==> config.mk <==
export PLATFORM = sky130hd
export DESIGN_NAME = exe_issue_ctrl
export DESIGN_NICKNAME = d
export VERILOG_FILES = /design/src/rtl/exe_issue_ctrl.sv
export SDC_FILE = /design/constraint.sdc
export NUM_CORES = 1
export LEC_CHECK = 0
export ABC_AREA = 0
export CAP_MARGIN = 20
export CORE_ASPECT_RATIO = 1.4
export CORE_MARGIN = 2
export CORE_UTILIZATION = 45
export CTS_BUF_LIST = sky130_fd_sc_hd__clkbuf_8
export DETAILED_ROUTE_END_ITERATION = 10
export PLACE_DENSITY = 0.66
export SLEW_MARGIN = 40
export SYNTH_ARGS = -nofsm -noshare
export SYNTH_HDL_FRONTEND = slang
export SYNTH_SLANG_ARGS = --single-unit
export TNS_END_PERCENT = 20
==> constraint.sdc <==
create_clock -name clk -period 7.25 [get_ports clk]
set_clock_uncertainty 0.1 [all_clocks]
set_input_delay 1.0875 -clock clk [delete_from_list [all_inputs] [get_ports clk]]
set_output_delay 1.0875 -clock clk [all_outputs]
set_load 0.005 [all_outputs]
==> src/rtl/exe_issue_ctrl.sv <==
// exe_issue_ctrl: uop FIFO plus RAW hazard tracker feeding the execution unit.
// The head uop is held until no source matches an in-flight destination, then
// issued through a registered issue stage. system_stall freezes the issue and
// tracker stages. flush clears everything.
module exe_issue_ctrl #(
   parameter int unsigned DEPTH     = 4,
   parameter int unsigned HAZ_DEPTH = 3
) (
   input  logic                     clk,
   input  logic                     reset,
   input  logic                     flush,
   input  logic                     system_stall,
   input  logic                     in_valid,
   output logic                     in_ready,
   input  logic [6:0]               in_instruction_type,
   input  logic [2:0]               in_funct3,
   input  logic [6:0]               in_funct7,
   input  logic [20:0]              in_immediate,
   input  logic [4:0]               in_rd,
   input  logic [4:0]               in_rs1,
   input  logic [4:0]               in_rs2,
   input  logic                     in_uses_rs1,
   input  logic                     in_uses_rs2,
   input  logic                     in_writes_rd,
   output logic                     issue_valid,
   output logic [6:0]               issue_instruction_type,
   output logic [2:0]               issue_funct3,
   output logic [6:0]               issue_funct7,
   output logic [20:0]              issue_immediate,
   output logic [4:0]               issue_rs1,
   output logic [4:0]               issue_rs2,
   output logic [4:0]               issue_rd,
   output logic [$clog2(DEPTH):0]   count,
   output logic                     hazard_stall
);

   localparam int unsigned PTR_W = $clog2(DEPTH);
   localparam int unsigned CNT_W = PTR_W + 1;

   typedef struct packed {
      logic [6:0]  instruction_type;
      logic [2:0]  funct3;
      logic [6:0]  funct7;
      logic [20:0] immediate;
      logic [4:0]  rd;
      logic [4:0]  rs1;
      logic [4:0]  rs2;
      logic        uses_rs1;
      logic        uses_rs2;
      logic        writes_rd;
   } uop_t;

   uop_t             mem [DEPTH];
   uop_t             in_uop;
   uop_t             head;
   logic [PTR_W-1:0] wr_ptr;
   logic [PTR_W-1:0] rd_ptr;
   logic             empty;
   logic             push;
   logic             issue_now;
   logic             hazard_c;
   logic             rs1_chk;
   logic             rs2_chk;

   // Pack the decode fields into one FIFO entry.
   always_comb begin
      in_uop                  = '0;
      in_uop.instruction_type = in_instruction_type;
      in_uop.funct3           = in_funct3;
      in_uop.funct7           = in_funct7;
      in_uop.immediate        = in_immediate;
      in_uop.rd               = in_rd;
      in_uop.rs1              = in_rs1;
      in_uop.rs2              = in_rs2;
      in_uop.uses_rs1         = in_uses_rs1;
      in_uop.uses_rs2         = in_uses_rs2;
      in_uop.writes_rd        = in_writes_rd;
   end

   assign in_ready     = (count != CNT_W'(DEPTH)) && !flush;
   assign push         = in_valid && in_ready;
   assign empty        = (count == '0);
   assign head         = mem[rd_ptr];
   assign rs1_chk      = head.uses_rs1 && (head.rs1 != 5'd0);
   assign rs2_chk      = head.uses_rs2 && (head.rs2 != 5'd0);
   assign issue_now    = !empty && !system_stall && !flush && !hazard_c;
   assign hazard_stall = !empty && hazard_c;

   // FIFO storage; payload only, so no reset needed.
   always_ff @(posedge clk) begin
      if (push) begin
         mem[wr_ptr] <= in_uop;
      end
   end

   // FIFO pointers and occupancy.
   always_ff @(posedge clk or negedge reset) begin
      if (!reset) begin
         wr_ptr <= '0;
         rd_ptr <= '0;
         count  <= '0;
      end else if (flush) begin
         wr_ptr <= '0;
         rd_ptr <= '0;
         count  <= '0;
      end else begin
         if (push) begin
            wr_ptr <= wr_ptr + PTR_W'(1);
         end
         if (issue_now) begin
            rd_ptr <= rd_ptr + PTR_W'(1);
         end
         count <= count + CNT_W'(push) - CNT_W'(issue_now);
      end
   end

   // Issue register: load on issue, clear on bubble, hold while stalled.
   always_ff @(posedge clk or negedge reset) begin
      if (!reset) begin
         issue_valid            <= 1'b0;
         issue_instruction_type <= '0;
         issue_funct3           <= '0;
         issue_funct7           <= '0;
         issue_immediate        <= '0;
         issue_rs1              <= '0;
         issue_rs2              <= '0;
         issue_rd               <= '0;
      end else if (flush) begin
         issue_valid <= 1'b0;
      end else if (issue_now) begin
         issue_valid            <= 1'b1;
         issue_instruction_type <= head.instruction_type;
         issue_funct3           <= head.funct3;
         issue_funct7           <= head.funct7;
         issue_immediate        <= head.immediate;
         issue_rs1              <= head.rs1;
         issue_rs2              <= head.rs2;
         issue_rd               <= head.rd;
      end else if (!system_stall) begin
         issue_valid <= 1'b0;
      end
   end

   generate
      if (HAZ_DEPTH > 1) begin : g_trk
         localparam int NSLOT = int'(HAZ_DEPTH) - 1;

         logic [NSLOT-1:0] slot_v;
         logic [4:0]       slot_rd [NSLOT];
         logic             hz;

         // Shift register of in-flight destinations; slot0 is the youngest.
         always_ff @(posedge clk or negedge reset) begin
            if (!reset) begin
               slot_v <= '0;
               for (int i = 0; i < NSLOT; i++) begin
                  slot_rd[i] <= '0;
               end
            end else if (flush) begin
               slot_v <= '0;
            end else if (!system_stall) begin
               slot_v[0]  <= issue_now && head.writes_rd && (head.rd != 5'd0);
               slot_rd[0] <= head.rd;
               for (int i = 1; i < NSLOT; i++) begin
                  slot_v[i]  <= slot_v[i-1];
                  slot_rd[i] <= slot_rd[i-1];
               end
            end
         end

         // Head sources against every valid in-flight destination.
         always_comb begin
            hz = 1'b0;
            for (int i = 0; i < NSLOT; i++) begin
               if (slot_v[i] && rs1_chk && (slot_rd[i] == head.rs1)) begin
                  hz = 1'b1;
               end
               if (slot_v[i] && rs2_chk && (slot_rd[i] == head.rs2)) begin
                  hz = 1'b1;
               end
            end
         end

         assign hazard_c = hz;
      end else begin : g_no_trk
         assign hazard_c = 1'b0;
      end
   endgenerate

endmodule

# --- Yosys cells after proc, flatten, opt, wreduce, memory -nomap -nowiden ---
# Memories as Yosys holds them, arrays and structs flattened.
# Index checks and enable logic that the tools add are counted.
word_totals:
  inputBits: 61
  register_bits: 73
  word_cells: 74
  mem_count: 1
  mem_bits_rw: 224
  output_inout_bits: 59
mem_list:
  columns: ["memory", "words", "width", "read_ports", "rd_ports_with_merged_regs", "write_ports", "line_no", "source"]
  rows:
  - ["mem", 4, 56, 1, 0, 1, "53", "uop_t mem [DEPTH];"]
op_classes:
  eq_ne: 7
  reduce_logical: 30
  mux: 16
  bitwise: 2
  addsub: 4
op_table:
  columns: ["op", "count"]
  rows:
  - ["5-bit equality test", 4]
  - ["1-bit logical AND", 18]
  - ["5-bit nonzero test", 3]
  - ["2-bit 2-to-1 mux", 6]
  - ["1-bit 2-to-1 mux", 9]
  - ["2-bit by 1-bit adder with 2-bit output, second input constant", 2]
  - ["1-bit logical NOT", 4]
  - ["2-bit AND reduction", 2]
  - ["2-bit nonzero test", 2]
  - ["3-bit by 1-bit adder with 3-bit output", 1]
  - ["3-bit logical NOT", 1]
  - ["3-bit 2-to-1 mux", 1]
  - ["3-bit by 2-bit inequality test with 1-bit output, second input constant", 1]
  - ["3-bit inequality test, second input constant", 1]
  - ["3-bit by 1-bit subtractor with 3-bit output", 1]
  - ["2-bit inequality test, second input constant", 1]
  - ["1-bit NOT", 2]

# --- Depth between registers and ports, before layout ---
# Gate-level depths: netlist of run 1.
# An unclocked memory read counts as a cell.
logic_depth:
  word_depth: 15
  mapped_depth: 17
  mapped_depth_nobuf: 14

# --- Worst setup path before layout of run 1 ---
# Ideal clock, no wire load.
synth_path:
  kind: "register to register"
  startpoint: "register rd_ptr[0]"
  endpoint: "register count[2]"
  setup_ns: 0.131
  period_less_slack_ns: 3.790
  slack_ns: 3.460
  path_buffers: 3
  stages_incl_launch_ff: 18
  t_arrival_ns: 3.559
  required_time_ns: 7.019
  path_cell_list: "dfrtp_1 > buf_2 > buf_6 > mux4_2 > or4_1 > o21ai_1 > nor4_1 > o21ai_2 > nand3_4 > buf_6 > inv_1 > ha_1 > inv_1 > ha_1 > inv_1 > fa_1 > xnor2_1 > nor2_1"
synth_between:
  elab_chain_cells: 13
  word_cells_on_any_way: 25
  cone_classes: "add/sub (1); eq/ne (4); mux (5); reduce/logical (14); memory (1)"
synth_rtl:
  columns: ["item", "line_no", "source"]
  rows:
  - ["from (decl)", "57", "logic [PTR_W-1:0] rd_ptr;"]
  - ["from (signal assigned)", "111", "rd_ptr <= rd_ptr + PTR_W'(1);"]
  - ["memory read 4 x 56 bit (*)", null, null]
  - ["5-bit nonzero test", "84", "assign rs1_chk = head.uses_rs1 && (head.rs1 != 5'd0);"]
  - ["1-bit logical AND", "84", null]
  - ["1-bit logical AND (2 in a row)", "175", "if (slot_v[i] && rs1_chk && (slot_rd[i] == head.rs1)) begin"]
  - ["1-bit 2-to-1 mux", "175", null]
  - ["1-bit 2-to-1 mux", "178", "if (slot_v[i] && rs2_chk && (slot_rd[i] == head.rs2)) begin"]
  - ["1-bit 2-to-1 mux", "175", null]
  - ["1-bit 2-to-1 mux (*)", "178", null]
  - ["1-bit logical NOT (*)", "86", "assign issue_now = !empty && !system_stall && !flush && !hazard_c;"]
  - ["1-bit logical AND (*)", "86", null]
  - ["3-bit by 1-bit subtractor with 3-bit output (*)", "113", "count <= count + CNT_W'(push) - CNT_W'(issue_now);"]
  - ["3-bit 2-to-1 mux (*)", "102", "end else if (flush) begin"]
  - ["to (signal assigned)", "113", null]
  - ["to (decl)", "33", "output logic [$clog2(DEPTH):0] count,"]
# Mark *: on every way between the ends. The rest lies on a longest branch, timed or not.
# A chain may end at the register's enable or synchronous reset.

# --- Final worst setup path of run 1 ---
layout_path:
  startpoint: "register rd_ptr[0]"
  endpoint: "output hazard_stall"
layout_between:
  elab_chain_cells: 10
  word_cells_on_any_way: 22
  cone_classes: "eq/ne (4); mux (4); reduce/logical (13); memory (1)"
layout_rtl:
  columns: ["item", "line_no", "source"]
  rows:
  - ["memory read 4 x 56 bit (*)", null, null]
  - ["5-bit nonzero test", "84", null]
  - ["1-bit logical AND", "84", null]
  - ["1-bit logical AND (2 in a row)", "175", null]
  - ["1-bit 2-to-1 mux", "175", null]
  - ["1-bit 2-to-1 mux", "178", null]
  - ["1-bit 2-to-1 mux", "175", null]
  - ["1-bit 2-to-1 mux (*)", "178", null]
  - ["1-bit logical AND (*)", "87", "assign hazard_stall = !empty && hazard_c;"]
  - ["to (decl)", "34", "output logic hazard_stall"]
# Marks and branches as above.

==> results of run 1 <==
stage by stage:
| step | cells | util [%] | total power (W) | setup WS [ns] |
|---|---|---|---|---|
| global placement | 946 | 51.4 | 0.00340 | 2.76 |
| finish | 1024 | 54.6 | 0.00457 | 2.17 |
| CTS | 1024 | 54.6 | 0.00464 | 2.08 |
| detailed placement | 946 | 51.5 | 0.00343 | 2.68 |
| floorplan | 520 | - | 0.00289 | 3.46 |
| global route | 1024 | 54.6 | 0.00479 | 1.89 |
final timing paths:
kind / to / slack (ns)
min in group clk: issue_rs1[2] / 0.41
max in group asynchronous: rd_ptr[1] / 5.80
setup reg to reg: count[2] / 3.15
setup / recovery: hazard_stall / 2.17
hold reg to reg: issue_rs1[2] / 0.41
hold / removal: issue_instruction_type[4] / 0.33
cell usage in the layout, fill, tap and decap left out, types with 4 or more instances in the layout:
cell type and instances:
and3_2 4, ha_1 6, mux2_4 48, clkbuf_8 47
nor2_1 8, xnor2_1 13, buf_6 6, clkinv_1 6
nor4_1 4, clkdlybuf4s50_1 118, xor2_1 11, edfxtp_1 224
dfrtp_1 71, nand3_1 5, mux2_2 15, mux4_2 56
inv_1 28
logic make-up (layout without fill, tap and decap cells):
| kind of cell | Yosys count | after routing | synth area share (%) |
|---|---|---|---|
| DFF | 297 | 297 | 74.8 |
| muxes | 120 | 120 | 18.9 |
| and+or+nand+nor | 36 | 36 | 1.76 |
| buffers and inverters | 26 | 211 | 1.26 |
| xor gates and xnor gates | 24 | 24 | 1.84 |
| AOI/OAI and AO/OA | 10 | 10 | 0.558 |
| adders and majority gates | 7 | 7 | 0.832 |
worst max-delay path, delay by kind of cell, from the launching register on:
family,cells,cell delay (ns)
mux,1,0.65
simple gates,4,0.91
compound gates,2,0.47
flops,1,0.85
buf+inv,1,0.47
sequential cells by signal, indices dropped and copies added (netlist names):
| register | cells |
|---|---|
| issue_instruction_type | 7 |
| wr_ptr | 2 |
| issue_immediate | 21 |
| issue_rs1 | 5 |
| g_trk.slot_v | 2 |
| g_trk.slot_rd | 10 |
| mem | 224 |
| count | 3 |
| rd_ptr | 2 |
| issue_rs2 | 5 |
| issue_funct3 | 3 |
| issue_valid | 1 |
| issue_funct7 | 7 |
| issue_rd | 5 |
routing by layer:
| layer | part of all wire (%) | wire (um) | GRT usage [%] | up-vias |
|---|---|---|---|---|
| met5 | 0 | 0 | 0 | - |
| met2 | 55 | 12200 | 31.2 | 153 |
| met4 | 2.4 | 526 | 6.72 | 0 |
| met1 | 37 | 8340 | 19.8 | 2808 |
| li1 | - | - | - | 2393 |
| met3 | 5.4 | 1200 | 3.80 | 39 |
report_power, final:
| group | leakage (nW) | switching, W | internal, W |
|---|---|---|---|
| sequential | 2.91 | 0.000192 | 0.00210 |
| clock | 0.469 | 0.000591 | 0.000595 |
| combinational | 1.54 | 0.000371 | 0.000718 |
final cells by class:
cell class | instances | area, sq um | share of cell area (%)
clock buffers | 47 | 647 | 4.70
multi-input cells | 197 | 2740 | 19.9
clock inverters | 31 | 125 | 0.909
inverters | 6 | 22.5 | 0.164
well taps | 319 | 399 | 2.90
repair buffers | 127 | 1270 | 9.24
flip-flops and latches | 297 | 8560 | 62.2
==> flow_summary.ini, run 1 <==
[die]
coreArea_sq_mm = 0.0252
start_util_pct = 45.3
die_w_um = 139
fp-row-count = 69
dieArea_sq_mm = 0.0267
die_h_um = 193
top_level_ports = 120

[worst_setup_path]
worstSetupEndpointType = output pin
cp_slowest_cell = dfrtp_4
critical_path.startpoint_type = flip-flop
path_cells = mux4_2 -> or4_1 -> o21ai_1 -> nor4_1 -> o21ai_2 -> and2_1 -> nor2_1 -> clkdlybuf4s50_1
arrival_ns = 3.89
path_max_fanout = 32
ff2ff_path_depth = 14
slowest_delay_ns = 0.85
crit_type = flip-flop to output pin
cp-startpoint = rd_ptr[0]
rr_startpoint = rd_ptr[0]
required_ns = 6.06

[layout]
diodes = 0
area.growth.synth_to_final_pct = 20.4
final_net_count = 741
drive_gt1_share_pct = 26.7
fill_cells = 1972
final_area_sq_mm = 0.0138

[detailed_routing]
drtAntennaViolNets = 0
routedWlPerCell_um = 21.8
drc = 0
first_pass_iters = 6
drt-total-wl_um = 22300
drtIter0Drc = 260
vias_per_cell = 5.27
vias = 5393

[clock_tree]
insertion_delay_ns = 0.54
clockBufferDepth = 3
postCtsSetupBuffers = 0
cts_tree = built
hold_buffers = 0
cts_buffers = 44
htreeDepth = 2
cts.clk_slew.worst_paths_ns = 0.06
cts_resized = 0
cts_root_buf = clkbuf_8
clkSinkCount = 297

[timing]
setup_viol = 0
post-route-min-period_ns = 5.08
final-max-slew-violation-count = 0
whs_ns = 0.327
period_share_pct = 70.0
slew_headroom_pct = 47.5
hold_viol = 0
fmax_mhz = 197
tns_ns = 0
worst_slew_pin_slew_ns = 0.788
rsz0062_at_grt = no

[logic_synthesis]
netlist_area_sq_mm = 0.0114
yosysSeqAreaShare_pct = 74.8
post-synth-top-count-cell = edfxtp_1
synth_cell_types = 33
synth_flop_cell = edfxtp_1
ys_seq_elements = 297
synthesis.nets = 588
synth.area.top_cells = edfxtp_1, dfrtp_1, mux4_2
yosys-top-cells-count = edfxtp_1, dfrtp_1, mux4_2, mux2_4, mux2_2
avgSynthCellArea_sq_um = 22.0
ys_warn_count = 0
synth_top_area_share_pct = 58.9
synth_cells = 520
synth-edff-count = 224
synth.largest_area_cell = edfxtp_1
async_flop_share_pct = 24.6

[placed_design]
place.gp.congestion = 0.843
port_buffers = 119
dpl_cell_area_sq_mm = 0.0130
hpwlAfterDp_um = 12900

[power_and_ir_drop]
vdd_ir_drop_max_mv = 0.168
p_leak_nw = 4.92
powerDensity_mw_per_mm2 = 332

[status]
outcome = finished, final reports clean

[global_routing]
grt_max_degree = 57
antenna_found_initial = 0
grt_pass1_vias = 6177
grtUsageTotal_pct = 17.1
grt_pass1_wl_um = 34800
overflow = 0

[run]
drv_cap = 0

[worst_hold_path]
hold_class = input pin to asynchronous set/reset pin
(Power assumes the default switching activity.)
==> run 2: changes to the inputs <==
==> constraint.sdc (replaced) <==
create_clock -name clk -period 5.2 [get_ports clk]
set_clock_uncertainty 0.1 [all_clocks]
set_input_delay 0.78 -clock clk [delete_from_list [all_inputs] [get_ports clk]]
set_output_delay 0.78 -clock clk [all_outputs]
set_load 0.005 [all_outputs]
==> flow_summary.ini, run 2 (synthesis results as in run 1) <==
[detailed_routing]
vias = 5470
drc = 0
vias_per_cell = 5.33
drt-total-wl_um = 22700
drtAntennaViolNets = 0
first_pass_iters = 5
drtIter0Drc = 386
routedWlPerCell_um = 22.1

[worst_setup_path]
arrival_ns = 3.82
crit_buf_inv = 2
crit_type = flip-flop to output pin
ff2ff_path_depth = 14
worstSetupEndpointType = output pin
crit_family = buffers and inverters
cp_slowest_cell = dfrtp_4
path_cells = buf_4 -> mux4_2 -> o21ai_1 -> nor4_1 -> o21ai_2 -> and2_1 -> nor2_1 -> clkdlybuf4s50_1
path_max_fanout = 30
r2r_slack_ns = 0.71
slowest_delay_ns = 0.84
required_ns = 4.32
rr_endpoint = count[2]
rr_startpoint = rd_ptr[0]
critical_path.startpoint_type = flip-flop

[die]
top_level_ports = 120
coreArea_sq_mm = 0.0252
fp-row-count = 69
die_w_um = 139
start_util_pct = 45.3
dieArea_sq_mm = 0.0267
die_h_um = 193

[layout]
final_net_count = 742
diodes = 0
seq_area_sq_mm = 0.00856
final_area_sq_mm = 0.0139
reg.largest.list = mem (224), issue_immediate (21), g_trk.slot_rd (10)
regMostFlops = mem
largest_register_ffs = 224
fill_cells = 1946
area.growth.synth_to_final_pct = 21.2
layout_common_cells = edfxtp_1, clkdlybuf4s50_1, dfrtp_1, mux4_2, clkbuf_8
final_common_cell = edfxtp_1
drive_gt1_share_pct = 27.7
multiInputGateArea_sq_mm = 0.00274

[power_and_ir_drop]
vdd_ir_drop_max_mv = 0.248
sw_frac_of_total_pct = 25.1
p_int_w = 0.00490
netSwitchingPower_w = 0.00164
p_leak_nw = 4.96
clockPowerShare_pct = 27.7
powerDensity_mw_per_mm2 = 472
combPwrFrac_pct = 23.5
p_seq_share_pct = 48.8

[clock_tree]
cts_root_buf = clkbuf_8
hold_buffers = 0
cts.clk_slew.worst_paths_ns = 0.07
clockBufferDepth = 3
postCtsSetupBuffers = 0
cts_resized = 0
htreeDepth = 2
cts_tree = built
clkSinkCount = 297
insertion_delay_ns = 0.56
cts_buffers = 42

[placed_design]
hpwlAfterDp_um = 13600
port_buffers = 119
place_ws_ns = 0.596
place.gp.congestion = 0.815
dpl_cell_area_sq_mm = 0.0130

[timing]
period_share_pct = 90.4
worst_slew_pin_slew_ns = 0.696
setup_viol = 0
rsz0062_at_grt = no
final-max-slew-violation-count = 0
hold_viol = 0
slew_headroom_pct = 53.6
fmax_mhz = 213
post-route-min-period_ns = 4.70
tns_ns = 0
setup_ws_ns = 0.499

[global_routing]
overflow = 0
antenna_found_initial = 1
grtUsageTotal_pct = 17.4
grt_pass1_vias = 6185
grt_pass1_wl_um = 35100
grt_max_degree = 57

[status]
outcome = finished, final reports clean

[worst_hold_path]
hold_class = input pin to asynchronous set/reset pin

[run]
drv_cap = 0
==> run 2: cell types whose count changed in the layout (fill, tap and decap cells not counted), sizes merged <==
cell,previous run,this run
clkinv,7,4
clkbuf,47,50
buf,9,12
bufinv,0,2
inv,28,25
==> run 2: power by group through the flow <==
stage,clock network (W),logic [W],registers (W)
finish,0.00181,0.00154,0.00319
global route,0.00196,0.00164,0.00323
CTS,0.00187,0.00156,0.00320
detailed placement,0,0.00156,0.00324
global placement,0,0.00152,0.00323
floorplan,0,0.000872,0.00315
==> run 2: layout make-up <==
class | instances | area share, %
clock buffers | 50 | 4.97
clock inverters | 27 | 1.17
inverters | 6 | 0.163
multi-input cells | 197 | 19.8
flip-flops and latches | 297 | 61.8
well taps | 319 | 2.88
repair buffers | 130 | 9.26
==> run 2: worst max path at each step <==
stage	to	slack [ns]	startpoint	cells after the start
after floorplan	count[2]	1.41	rd_ptr[0]	17
after global placement	count[2]	0.67	rd_ptr[0]	14
after detailed placement	count[2]	0.60	rd_ptr[0]	14
after CTS	hazard_stall	0.35	rd_ptr[0]	8
after global routing	hazard_stall	0.16	rd_ptr[0]	8
final	hazard_stall	0.50	rd_ptr[0]	8
==> run 2: routing by layer <==
metal	part of all wire [%]	vias up	global-route usage, %
met5	0.057	-	0
met4	3.4	2	7.38
met3	4.8	61	3.60
met2	54	146	32.3
met1	37	2868	19.4
li1	-	2393	-
==> run 2: through the flow <==
stage	instances	util [%]	total power (W)	hold slack, ns
after floorplan	520	-	0.00402	0.384
after global placement	949	51.5	0.00475	0.396
after detailed placement	949	51.6	0.00480	0.396
after CTS	1026	54.9	0.00663	0.104
after global routing	1026	55.0	0.00684	0.143
final	1026	55.0	0.00654	0.116
==> run 3: changes to the inputs <==
--- a/config.mk
+++ b/config.mk
@@ -13,6 +13,7 @@
 export CTS_BUF_LIST = sky130_fd_sc_hd__clkbuf_8
 export DETAILED_ROUTE_END_ITERATION = 10
 export PLACE_DENSITY = 0.66
+export SETUP_SLACK_MARGIN = 0.1
 export SLEW_MARGIN = 40
 export SYNTH_ARGS = -nofsm -noshare
 export SYNTH_HDL_FRONTEND = slang
==> results of run 3 <==
The final DEF is identical to that of run 2; final timing and power are the same.
